<file path="src/rtl/wb_bridge_pkg.sv">
// ---------------------------------------------------------------------------
// wb_bridge_pkg
// Shared definitions for the Wishbone-to-target bridge:
//   state_t           bridge FSM states (IDLE, REQ, ACK)
//   DEFAULT_ERR_DATA  read data returned on address miss or target timeout
//   idx_width()       width of the target index field, never below 1 bit
// ---------------------------------------------------------------------------
package wb_bridge_pkg;

    typedef enum logic [1:0] {
        IDLE = 2'd0,
        REQ  = 2'd1,
        ACK  = 2'd2
    } state_t;

    localparam logic [31:0] DEFAULT_ERR_DATA = 32'hDEAD_BEEF;

    // A single target still gets one index bit so the address map keeps a
    // well-formed index field.
    function automatic int idx_width(input int n);
        return (n <= 2) ? 1 : $clog2(n);
    endfunction

endpackage

</file>
<file path="src/rtl/wb_bridge_decode.sv">
// ---------------------------------------------------------------------------
// wb_bridge_decode
// Combinational address decode for the bridge.
//   adr_hi  in   address bits [31:WIN_BITS] (the in-window offset is not needed)
//   hit     out  address lies in the bridge region and selects an existing target
//   idx     out  target index, address bits [WIN_BITS+IDX_W-1:WIN_BITS]
// ---------------------------------------------------------------------------
module wb_bridge_decode
    import wb_bridge_pkg::*;
#(
    parameter int          NUM_TARGETS = 2,
    parameter logic [31:0] BASE_ADDR   = 32'h3000_0000,
    parameter int          WIN_BITS    = 16,
    parameter int          IDX_W       = idx_width(NUM_TARGETS)
) (
    input  logic [31-WIN_BITS:0] adr_hi,
    output logic                 hit,
    output logic [IDX_W-1:0]     idx
);

    localparam int              HI_W    = 32 - WIN_BITS;
    localparam logic [HI_W-1:0] BASE_HI = HI_W'(BASE_ADDR >> WIN_BITS);

    logic tag_match;
    logic in_range;

    always_comb begin
        // Bits above the index field must equal the bridge base.
        tag_match = ((adr_hi >> IDX_W) == (BASE_HI >> IDX_W));
        idx       = adr_hi[IDX_W-1:0];
        // Non-power-of-two target counts leave unused index codes; those miss.
        in_range  = (32'(idx) < 32'(NUM_TARGETS));
        hit       = tag_match & in_range;
    end

endmodule

</file>
<file path="src/rtl/wb_target_bridge.sv">
// ---------------------------------------------------------------------------
// wb_target_bridge
// Wishbone classic slave that forwards each transfer to one of NUM_TARGETS
// simple request/ack targets, each owning a 2^WIN_BITS byte window above
// BASE_ADDR. Misses and target timeouts complete with ERR_DATA and bump a
// saturating error counter.
//   wb_clk_i, wb_rst_i         clock, asynchronous active-high reset
//   wbs_cyc/stb/we/sel/adr/dat Wishbone slave inputs
//   wbs_ack_o, wbs_dat_o       one-cycle ack and read data
//   t_req_o                    one-hot target request
//   t_we/sel/addr/wdata_o      transfer fields latched at request time
//   t_ack_i, t_rdata_i         per-target ack and read data (32 bits each)
//   timeout_o                  one-cycle pulse when a target fails to ack
//   err_count_o                saturating miss + timeout count
// ---------------------------------------------------------------------------
module wb_target_bridge
    import wb_bridge_pkg::*;
#(
    parameter int          NUM_TARGETS = 2,
    parameter logic [31:0] BASE_ADDR   = 32'h3000_0000,
    parameter int          WIN_BITS    = 16,
    parameter int          TIMEOUT     = 255,
    parameter logic [31:0] ERR_DATA    = DEFAULT_ERR_DATA
) (
    input  logic                      wb_clk_i,
    input  logic                      wb_rst_i,
    input  logic                      wbs_cyc_i,
    input  logic                      wbs_stb_i,
    input  logic                      wbs_we_i,
    input  logic [3:0]                wbs_sel_i,
    input  logic [31:0]               wbs_adr_i,
    input  logic [31:0]               wbs_dat_i,
    output logic                      wbs_ack_o,
    output logic [31:0]               wbs_dat_o,
    output logic [NUM_TARGETS-1:0]    t_req_o,
    output logic                      t_we_o,
    output logic [3:0]                t_sel_o,
    output logic [WIN_BITS-1:0]       t_addr_o,
    output logic [31:0]               t_wdata_o,
    input  logic [NUM_TARGETS-1:0]    t_ack_i,
    input  logic [32*NUM_TARGETS-1:0] t_rdata_i,
    output logic                      timeout_o,
    output logic [7:0]                err_count_o
);

    localparam int          IDX_W    = idx_width(NUM_TARGETS);
    localparam int          NSLOT    = 1 << IDX_W;
    localparam logic [15:0] TMO_LAST = 16'(TIMEOUT - 1);

    // Address decode
    logic             dec_hit;
    logic [IDX_W-1:0] dec_idx;

    wb_bridge_decode #(
        .NUM_TARGETS (NUM_TARGETS),
        .BASE_ADDR   (BASE_ADDR),
        .WIN_BITS    (WIN_BITS),
        .IDX_W       (IDX_W)
    ) u_decode (
        .adr_hi (wbs_adr_i[31:WIN_BITS]),
        .hit    (dec_hit),
        .idx    (dec_idx)
    );

    // Target ack/data padded out to every index code so a latched index can
    // select them without an out-of-range access.
    logic [NSLOT-1:0]       ack_slot;
    logic [31:0]            rdata_slot [NSLOT];
    logic [NUM_TARGETS-1:0] req_onehot;

    for (genvar gi = 0; gi < NSLOT; gi++) begin : g_slot
        if (gi < NUM_TARGETS) begin : g_real
            assign ack_slot[gi]   = t_ack_i[gi];
            assign rdata_slot[gi] = t_rdata_i[32*gi +: 32];
        end else begin : g_pad
            assign ack_slot[gi]   = 1'b0;
            assign rdata_slot[gi] = '0;
        end
    end

    for (genvar gi = 0; gi < NUM_TARGETS; gi++) begin : g_req
        assign req_onehot[gi] = (dec_idx == IDX_W'(gi));
    end

    // Registered state
    state_t                 state_reg,  state_next;
    logic [15:0]            cnt_reg,    cnt_next;
    logic [IDX_W-1:0]       idx_reg,    idx_next;
    logic [NUM_TARGETS-1:0] req_reg,    req_next;
    logic                   we_reg,     we_next;
    logic [3:0]             sel_reg,    sel_next;
    logic [WIN_BITS-1:0]    addr_reg,   addr_next;
    logic [31:0]            wdata_reg,  wdata_next;
    logic                   ack_reg,    ack_next;
    logic [31:0]            dat_reg,    dat_next;
    logic                   tmo_reg,    tmo_next;
    logic [7:0]             err_reg,    err_next;

    logic [7:0] err_inc;
    assign err_inc = (err_reg == 8'hFF) ? err_reg : err_reg + 8'd1;

    always_ff @(posedge wb_clk_i or posedge wb_rst_i) begin
        if (wb_rst_i) begin
            state_reg <= IDLE;
            cnt_reg   <= '0;
            idx_reg   <= '0;
            req_reg   <= '0;
            we_reg    <= 1'b0;
            sel_reg   <= '0;
            addr_reg  <= '0;
            wdata_reg <= '0;
            ack_reg   <= 1'b0;
            dat_reg   <= '0;
            tmo_reg   <= 1'b0;
            err_reg   <= '0;
        end else begin
            state_reg <= state_next;
            cnt_reg   <= cnt_next;
            idx_reg   <= idx_next;
            req_reg   <= req_next;
            we_reg    <= we_next;
            sel_reg   <= sel_next;
            addr_reg  <= addr_next;
            wdata_reg <= wdata_next;
            ack_reg   <= ack_next;
            dat_reg   <= dat_next;
            tmo_reg   <= tmo_next;
            err_reg   <= err_next;
        end
    end

    always_comb begin
        state_next = state_reg;
        cnt_next   = cnt_reg;
        idx_next   = idx_reg;
        req_next   = req_reg;
        we_next    = we_reg;
        sel_next   = sel_reg;
        addr_next  = addr_reg;
        wdata_next = wdata_reg;
        ack_next   = 1'b0;
        dat_next   = dat_reg;
        tmo_next   = 1'b0;
        err_next   = err_reg;

        unique case (state_reg)
            IDLE: begin
                if (wbs_cyc_i && wbs_stb_i) begin
                    if (dec_hit) begin
                        state_next = REQ;
                        cnt_next   = '0;
                        idx_next   = dec_idx;
                        req_next   = req_onehot;
                        we_next    = wbs_we_i;
                        sel_next   = wbs_sel_i;
                        addr_next  = wbs_adr_i[WIN_BITS-1:0];
                        wdata_next = wbs_dat_i;
                    end else begin
                        state_next = ACK;
                        ack_next   = 1'b1;
                        dat_next   = ERR_DATA;
                        err_next   = err_inc;
                    end
                end
            end

            REQ: begin
                if (!wbs_cyc_i) begin
                    // Master abandoned the cycle: drop silently.
                    state_next = IDLE;
                    req_next   = '0;
                end else if (ack_slot[idx_reg]) begin
                    // Ack is checked before the timeout so a last-cycle ack wins.
                    state_next = ACK;
                    req_next   = '0;
                    ack_next   = 1'b1;
                    dat_next   = we_reg ? 32'h0 : rdata_slot[idx_reg];
                end else if (cnt_reg == TMO_LAST) begin
                    state_next = ACK;
                    req_next   = '0;
                    ack_next   = 1'b1;
                    dat_next   = ERR_DATA;
                    tmo_next   = 1'b1;
                    err_next   = err_inc;
                end else begin
                    cnt_next = cnt_reg + 16'd1;
                end
            end

            ACK: begin
                state_next = IDLE;
            end

            default: begin
                state_next = IDLE;
                req_next   = '0;
            end
        endcase
    end

    assign wbs_ack_o   = ack_reg;
    assign wbs_dat_o   = dat_reg;
    assign t_req_o     = req_reg;
    assign t_we_o      = we_reg;
    assign t_sel_o     = sel_reg;
    assign t_addr_o    = addr_reg;
    assign t_wdata_o   = wdata_reg;
    assign timeout_o   = tmo_reg;
    assign err_count_o = err_reg;

endmodule

</file>
<file path="config.mk">
export PLATFORM = sky130hd
export DESIGN_NAME = wb_target_bridge
export DESIGN_NICKNAME = d
export VERILOG_FILES = /design/src/rtl/wb_bridge_pkg.sv /design/src/rtl/wb_bridge_decode.sv /design/src/rtl/wb_target_bridge.sv
export SDC_FILE = /design/constraint.sdc
export NUM_CORES = 1
export LEC_CHECK = 0
export BUFFER_PORTS_ARGS = -buffer_cell sky130_fd_sc_hd__buf_4
export CORE_ASPECT_RATIO = 1.1
export CORE_MARGIN = 2
export CORE_UTILIZATION = 30
export DETAILED_ROUTE_END_ITERATION = 10
export PLACE_DENSITY = 0.65
export SYNTH_ARGS = -nofsm -noshare
export SYNTH_HDL_FRONTEND = slang
export SYNTH_SLANG_ARGS = --single-unit
</file>
<file path="constraint.sdc">
create_clock -name wb_clk_i -period 5.09 [get_ports wb_clk_i]
set_clock_uncertainty 0.2 [all_clocks]
set_input_delay 1.018 -clock wb_clk_i [delete_from_list [all_inputs] [get_ports wb_clk_i]]
set_output_delay 1.018 -clock wb_clk_i [all_outputs]
set_load 0.05 [all_outputs]
</file>
==> impl_metrics.json, run 1 <==
{
  "ctsResizeCount": 0,
  "diodes": 0,
  "cap_violations": 0,
  "ys_warn_count": 0,
  "path_cells": "buf_4 -> or4_1 -> or4_4 -> a21o_1 -> nand3_2 -> mux2_2",
  "fillers": 1673,
  "die_area_sq_mm": 0.01894,
  "hpwl_mm": 10.47,
  "setup_viol": 0,
  "period_share_pct": 67.03,
  "ys_top_cells_by_area": "dfrtp_1, mux2_2, mux2i_1",
  "cp_data_arrival_time_ps": 3510,
  "synthTopCellsByCount": "dfrtp_1, mux2_2, o21ai_0, mux2i_1, nand3_1",
  "area_delta_synth_final_pct": 48.17,
  "cts_root_buf": "clkbuf_16",
  "start_util_pct": 30.41,
  "cp-end-kind": "flop",
  "numPortBuffers": 235,
  "vias": 4351,
  "std_cell_rows": 51,
  "synth-edff-count": 0,
  "firstDrtPassIters": 4,
  "grt_pass1_vias": 4543,
  "rsz0062_at_grt": "false",
  "startpoint": "wbs_adr_i[19]",
  "cts_buffer_depth": 2,
  "core_sq_mm": 0.01761,
  "yosysSeqAreaShare_pct": 54.19,
  "tightest_slew_ps": 850.8,
  "hold_slack_ps": 284.2,
  "ys_ff_latch": 116,
  "layout-drive-gt1-share_pct": 51.90,
  "crit_required_ps": 5180,
  "antenna_found_initial": 0,
  "ff2ff_path_depth": 7,
  "holdBufCountCts": 0,
  "p_leak_nw": 3.990,
  "slowest_delay_ps": 590,
  "fp.dieW_um": 131.4,
  "final.setup.tns_ps": 0,
  "async_flop_share_pct": 100.0,
  "reg2reg_from": "idx_reg$_DFFE_PP0P_",
  "fin_nets": 816,
  "drc": 0,
  "synth_cell_type_count": 44,
  "critPathMaxFanout": 34,
  "vdd_drop_max_mv": 0.1783,
  "rrSetupSlack_ps": 2050,
  "relSlewSlack_pct": 43.22,
  "path_clk_slew_ps": 50,
  "startpoint_type": "primary input",
  "met2_usage_pct": 25.49,
  "holdPathStages": 1,
  "numCtsBuffers": 17,
  "insertion_delay_ps": 420,
  "grt_use_met3_pct": 6.099,
  "drv_slew": 0,
  "finalHoldViolCount": 0,
  "synthCells": 437,
  "synth_top_cell_by_area": "dfrtp_1",
  "fin_crit_ps": 3412,
  "cp_slowest_cell": "or4_4",
  "status": "completed",
  "drtAntennaViolNets": 0,
  "place_congestion": 0.7934,
  "routedWlPerCell_um": 15.28,
  "syn_area_sq_mm": 0.005356,
  "timing.rr.end": "cnt_reg[7]$_DFFE_PP0P_",
  "syn_area_per_cell_sq_um": 12.26,
  "fmax_mhz": 293.1,
  "grt_usage_pct": 15.00,
  "crit_path_end": "wbs_dat_o[5]$_DFFE_PP0P_",
  "met1_usage_pct": 16.93,
  "die-height_um": 144.1,
  "grt_max_degree": 54,
  "overflow": 0,
  "synthFlopType": "dfrtp_1",
  "hp-class": "flop to flop",
  "grt.busiest_layer": "met2",
  "htreeDepth": 4,
  "crit_type": "primary input to flop",
  "drt_iter0_markers": 107,
  "cts_setup_buffers": 0,
  "drt_wl_total_mm": 14.12,
  "p_per_area_mw_per_mm2": 321.0,
  "via_per_inst": 4.709,
  "cts_tree": "built",
  "grt_pass1_wl_mm": 22.60,
  "yosys.area.top_type_share_pct": 54.19,
  "synth_nets": 579,
  "pin_count": 236,
  "cts.sinks": 116,
  "yosys.cell_count.top_type": "dfrtp_1"
}
area by class of cell:
class / instances / area [sq um] / share of cell area [%]
timing repair buffer: 241 / 1809 / 22.80
multi-input combinational: 285 / 2272 / 28.63
sequential: 116 / 2904 / 36.59
clock buffer: 22 / 474.2 / 5.975
inverter: 13 / 51.30 / 0.6464
clock inverter: 9 / 127.6 / 1.608
tap: 238 / 297.8 / 3.752
how the worst min path moves through the flow:
stage | startpoint | to | slack (ps)
after detailed placement | t_addr_o[1]$_DFFE_PP0P_ | t_addr_o[1]$_DFFE_PP0P_ | 280
after CTS | t_addr_o[1]$_DFFE_PP0P_ | t_addr_o[1]$_DFFE_PP0P_ | 290
final | t_addr_o[13]$_DFFE_PP0P_ | t_addr_o[13]$_DFFE_PP0P_ | 280
after floorplan | cnt_reg[13]$_DFFE_PP0P_ | cnt_reg[13]$_DFFE_PP0P_ | 270
after global routing | t_wdata_o[0]$_DFFE_PP0P_ | t_wdata_o[0]$_DFFE_PP0P_ | 320
after global placement | t_addr_o[13]$_DFFE_PP0P_ | t_addr_o[13]$_DFFE_PP0P_ | 270
per-stage QoR:
stage          utilization, %  cells  power [mW]  cell area (sq um)  setup slack, ps
2_1_floorplan               -    437       1.193               5356            799.6
3_3_place_gp            41.63    893       1.342               7332             1308
3_5_place_dp            41.63    893       1.351               7332             1223
4_1_cts                 45.05    924       2.588               7934             1668
5_1_grt                 45.06    924       2.660               7936             1592
6_report                45.06    924       2.548               7936             1678
power breakdown:
group | switching, mW | leakage (nW) | internal, mW | total [mW]
sequential | 0.0452 | 1.48 | 0.959 | 1.00
combinational | 0.181 | 2.23 | 0.146 | 0.328
clock | 0.414 | 0.288 | 0.802 | 1.22
layer usage:
| metal | share of wire (%) | wire (um) | vias up |
|---|---|---|---|
| met2 | 52 | 7385 | 162 |
| met5 | 0 | 0 | - |
| met4 | 1.4 | 199 | 0 |
| met3 | 7.5 | 1058 | 15 |
| met1 | 39 | 5480 | 2123 |
| li1 | - | - | 2051 |
critical path, delay by kind of cell:
kind	cells	cell delay, ps
buffers and inverters	1	110
muxes	1	420
and+or+nand+nor	3	1720
AOI/OAI and AO/OA	1	210
logic make-up after synthesis:
| group | count (synthesis) | share of synthesized area (%) |
|---|---|---|
| flip-flops | 116 | 54.19 |
| buffers and inverters | 36 | 3.434 |
| XOR/XNOR | 7 | 1.145 |
| adder cells (fa/ha/maj) | 3 | 0.7008 |
| AND/OR/NAND/NOR | 94 | 9.437 |
| AO/OA/AOI/OAI | 60 | 6.470 |
| multiplexers | 121 | 24.62 |
cell usage in the layout, fill, tap and decap left out, types with 5 or more instances in the layout:
master     synthesis  routed
nor2_1            19      18
mux2_2            77      77
buf_4              3     241
or4_1              5       5
nand3_1           22      22
nand2_1           18      18
inv_1             13      12
o21ai_0           38      38
a31oi_1            5       5
mux2_1             9       9
a21oi_1            5       5
xnor2_1            7       7
dfrtp_1          116     115
clkbuf_16          0      17
mux2i_1           35      35
No activity file was read; power rests on OpenSTA's default activity.
==> inputs of run 2 (changes only) <==
Clock period 5.09 ns to 3.2 ns, I/O delays scaled along.
==> impl_metrics.json, run 2 (synthesized netlist as in run 1, its figures left out) <==
{
  "reg2reg_from": "idx_reg$_DFFE_PP0P_",
  "cp_slowest_cell": "or4_4",
  "htreeDepth": 4,
  "cts_tree": "built",
  "place_congestion": 0.7538,
  "grt_pass1_vias": 4647,
  "hpwl_mm": 10.32,
  "startpoint_type": "primary input",
  "drc": 0,
  "finalPower_mw": 4.090,
  "p_leak_nw": 4.008,
  "fmax_mhz": 372.8,
  "vias": 4386,
  "fp.dieW_um": 131.4,
  "slowest_delay_ps": 580,
  "core_sq_mm": 0.01761,
  "vdd_drop_max_mv": 0.2805,
  "rsz0062_at_grt": "false",
  "drtAntennaViolNets": 0,
  "fin_nets": 819,
  "drv_slew": 0,
  "numPortBuffers": 235,
  "die_area_sq_mm": 0.01894,
  "std_cell_rows": 51,
  "drt_iter0_markers": 158,
  "fin_crit_ps": 2682,
  "layout_common_cells": "buf_4, dfrtp_1, mux2_2",
  "die-height_um": 144.1,
  "cp-end-kind": "flop",
  "grt_pass1_wl_mm": 22.65,
  "grt.busiest_layer": "met2",
  "grt_max_degree": 117,
  "p_per_area_mw_per_mm2": 510.5,
  "holdBufCountCts": 0,
  "cap_violations": 0,
  "met1_usage_pct": 16.62,
  "critPathBufInv": 2,
  "area_delta_synth_final_pct": 49.57,
  "pin_count": 236,
  "cts.sinks": 116,
  "start_util_pct": 30.41,
  "grt_use_met3_pct": 5.713,
  "drt_wl_total_mm": 14.31,
  "firstDrtPassIters": 4,
  "cts_buffer_depth": 2,
  "cts_root_buf": "clkbuf_16",
  "insertion_delay_ps": 410,
  "antenna_found_initial": 0,
  "setup_viol": 0,
  "via_per_inst": 4.726,
  "met2_usage_pct": 26.01,
  "crit_type": "primary input to flop",
  "relSlewSlack_pct": 39.18,
  "cts_setup_buffers": 0,
  "grt_usage_pct": 14.96,
  "numCtsBuffers": 17,
  "final.setup.tns_ps": 0,
  "path_cells": "buf_4 -> or4_1 -> or4_4 -> nor3_4 -> buf_12 -> mux2_2",
  "hp-class": "primary input to asynchronous set/reset pin",
  "routedWlPerCell_um": 15.42,
  "crit_required_ps": 3290,
  "ctsResizeCount": 0,
  "finalHoldViolCount": 0,
  "hold_slack_ps": 175.0,
  "tightest_slew_ps": 903.9,
  "diodes": 0,
  "critical_path.top_delay_family": "simple AND/OR/NAND/NOR gates",
  "period_share_pct": 83.82,
  "critPathMaxFanout": 53,
  "status": "completed",
  "overflow": 0,
  "layout-drive-gt1-share_pct": 52.46,
  "path_clk_slew_ps": 60,
  "layout_commonest_cell": "buf_4",
  "cp_data_arrival_time_ps": 2780,
  "startpoint": "wbs_adr_i[19]"
}
==> run 2: final timing paths <==
| path | to | slack [ps] | cells after the start |
|---|---|---|---|
| max | t_wdata_o[17]$_DFFE_PP0P_ | 520 | 6 |
| min | t_wdata_o[28]$_DFFE_PP0P_ | 170 | 3 |
| max reg2reg | err_count_o[1]$_DFFE_PP0P_ | 680 | 5 |
| min reg2reg | t_addr_o[12]$_DFFE_PP0P_ | 290 | 1 |
| max in group asynchronous | t_addr_o[1]$_DFFE_PP0P_ | 2080 | 3 |
| min in group wb_clk_i | t_addr_o[2]$_DFFE_PP0P_ | 240 | 2 |
==> run 2: tightest hold or removal path, cell delays in order <==
cell and delay [ps]:
buf_4 120, clkinvlp_4 70, buf_12 420
==> run 2: final cells by class <==
class	count	area (sq um)
Inverter	13	52.55
Sequential cell	116	2904
Clock buffer	18	439.2
Clock inverter	14	176.4
Fill cell	1678	9600
Multi-Input combinational cell	285	2272
Tap cell	238	297.8
Timing Repair Buffer	244	1869
==> run 2: layer usage <==
layer  share of wire [%]  vias to the layer above  routed length (um)
met3                 7.8                       19                1120
met2                  52                      169                7427
met4                 1.9                        0                 266
met1                  38                     2139                5495
met5                   0                        -                   0
li1                    -                     2059                   -
==> run 2: where the power goes <==
part	total, mW	leakage [nW]	switching, mW	internal, mW
Sequential	1.60	1.48	0.0717	1.53
Clock	1.96	0.286	0.705	1.25
Combinational	0.535	2.25	0.296	0.239
==> run 2: per-stage QoR <==
stage | std cells | util (%) | worst slack [ps] | area [sq um]
4_1_cts | 928 | 45.47 | 399.9 | 8009
3_5_place_dp | 896 | 41.98 | 67.60 | 7393
5_1_grt | 928 | 45.49 | 438.5 | 8011
2_1_floorplan | 437 | - | 242.2 | 5360
3_3_place_gp | 896 | 41.98 | 110.3 | 7393
6_report | 928 | 45.49 | 517.7 | 8011
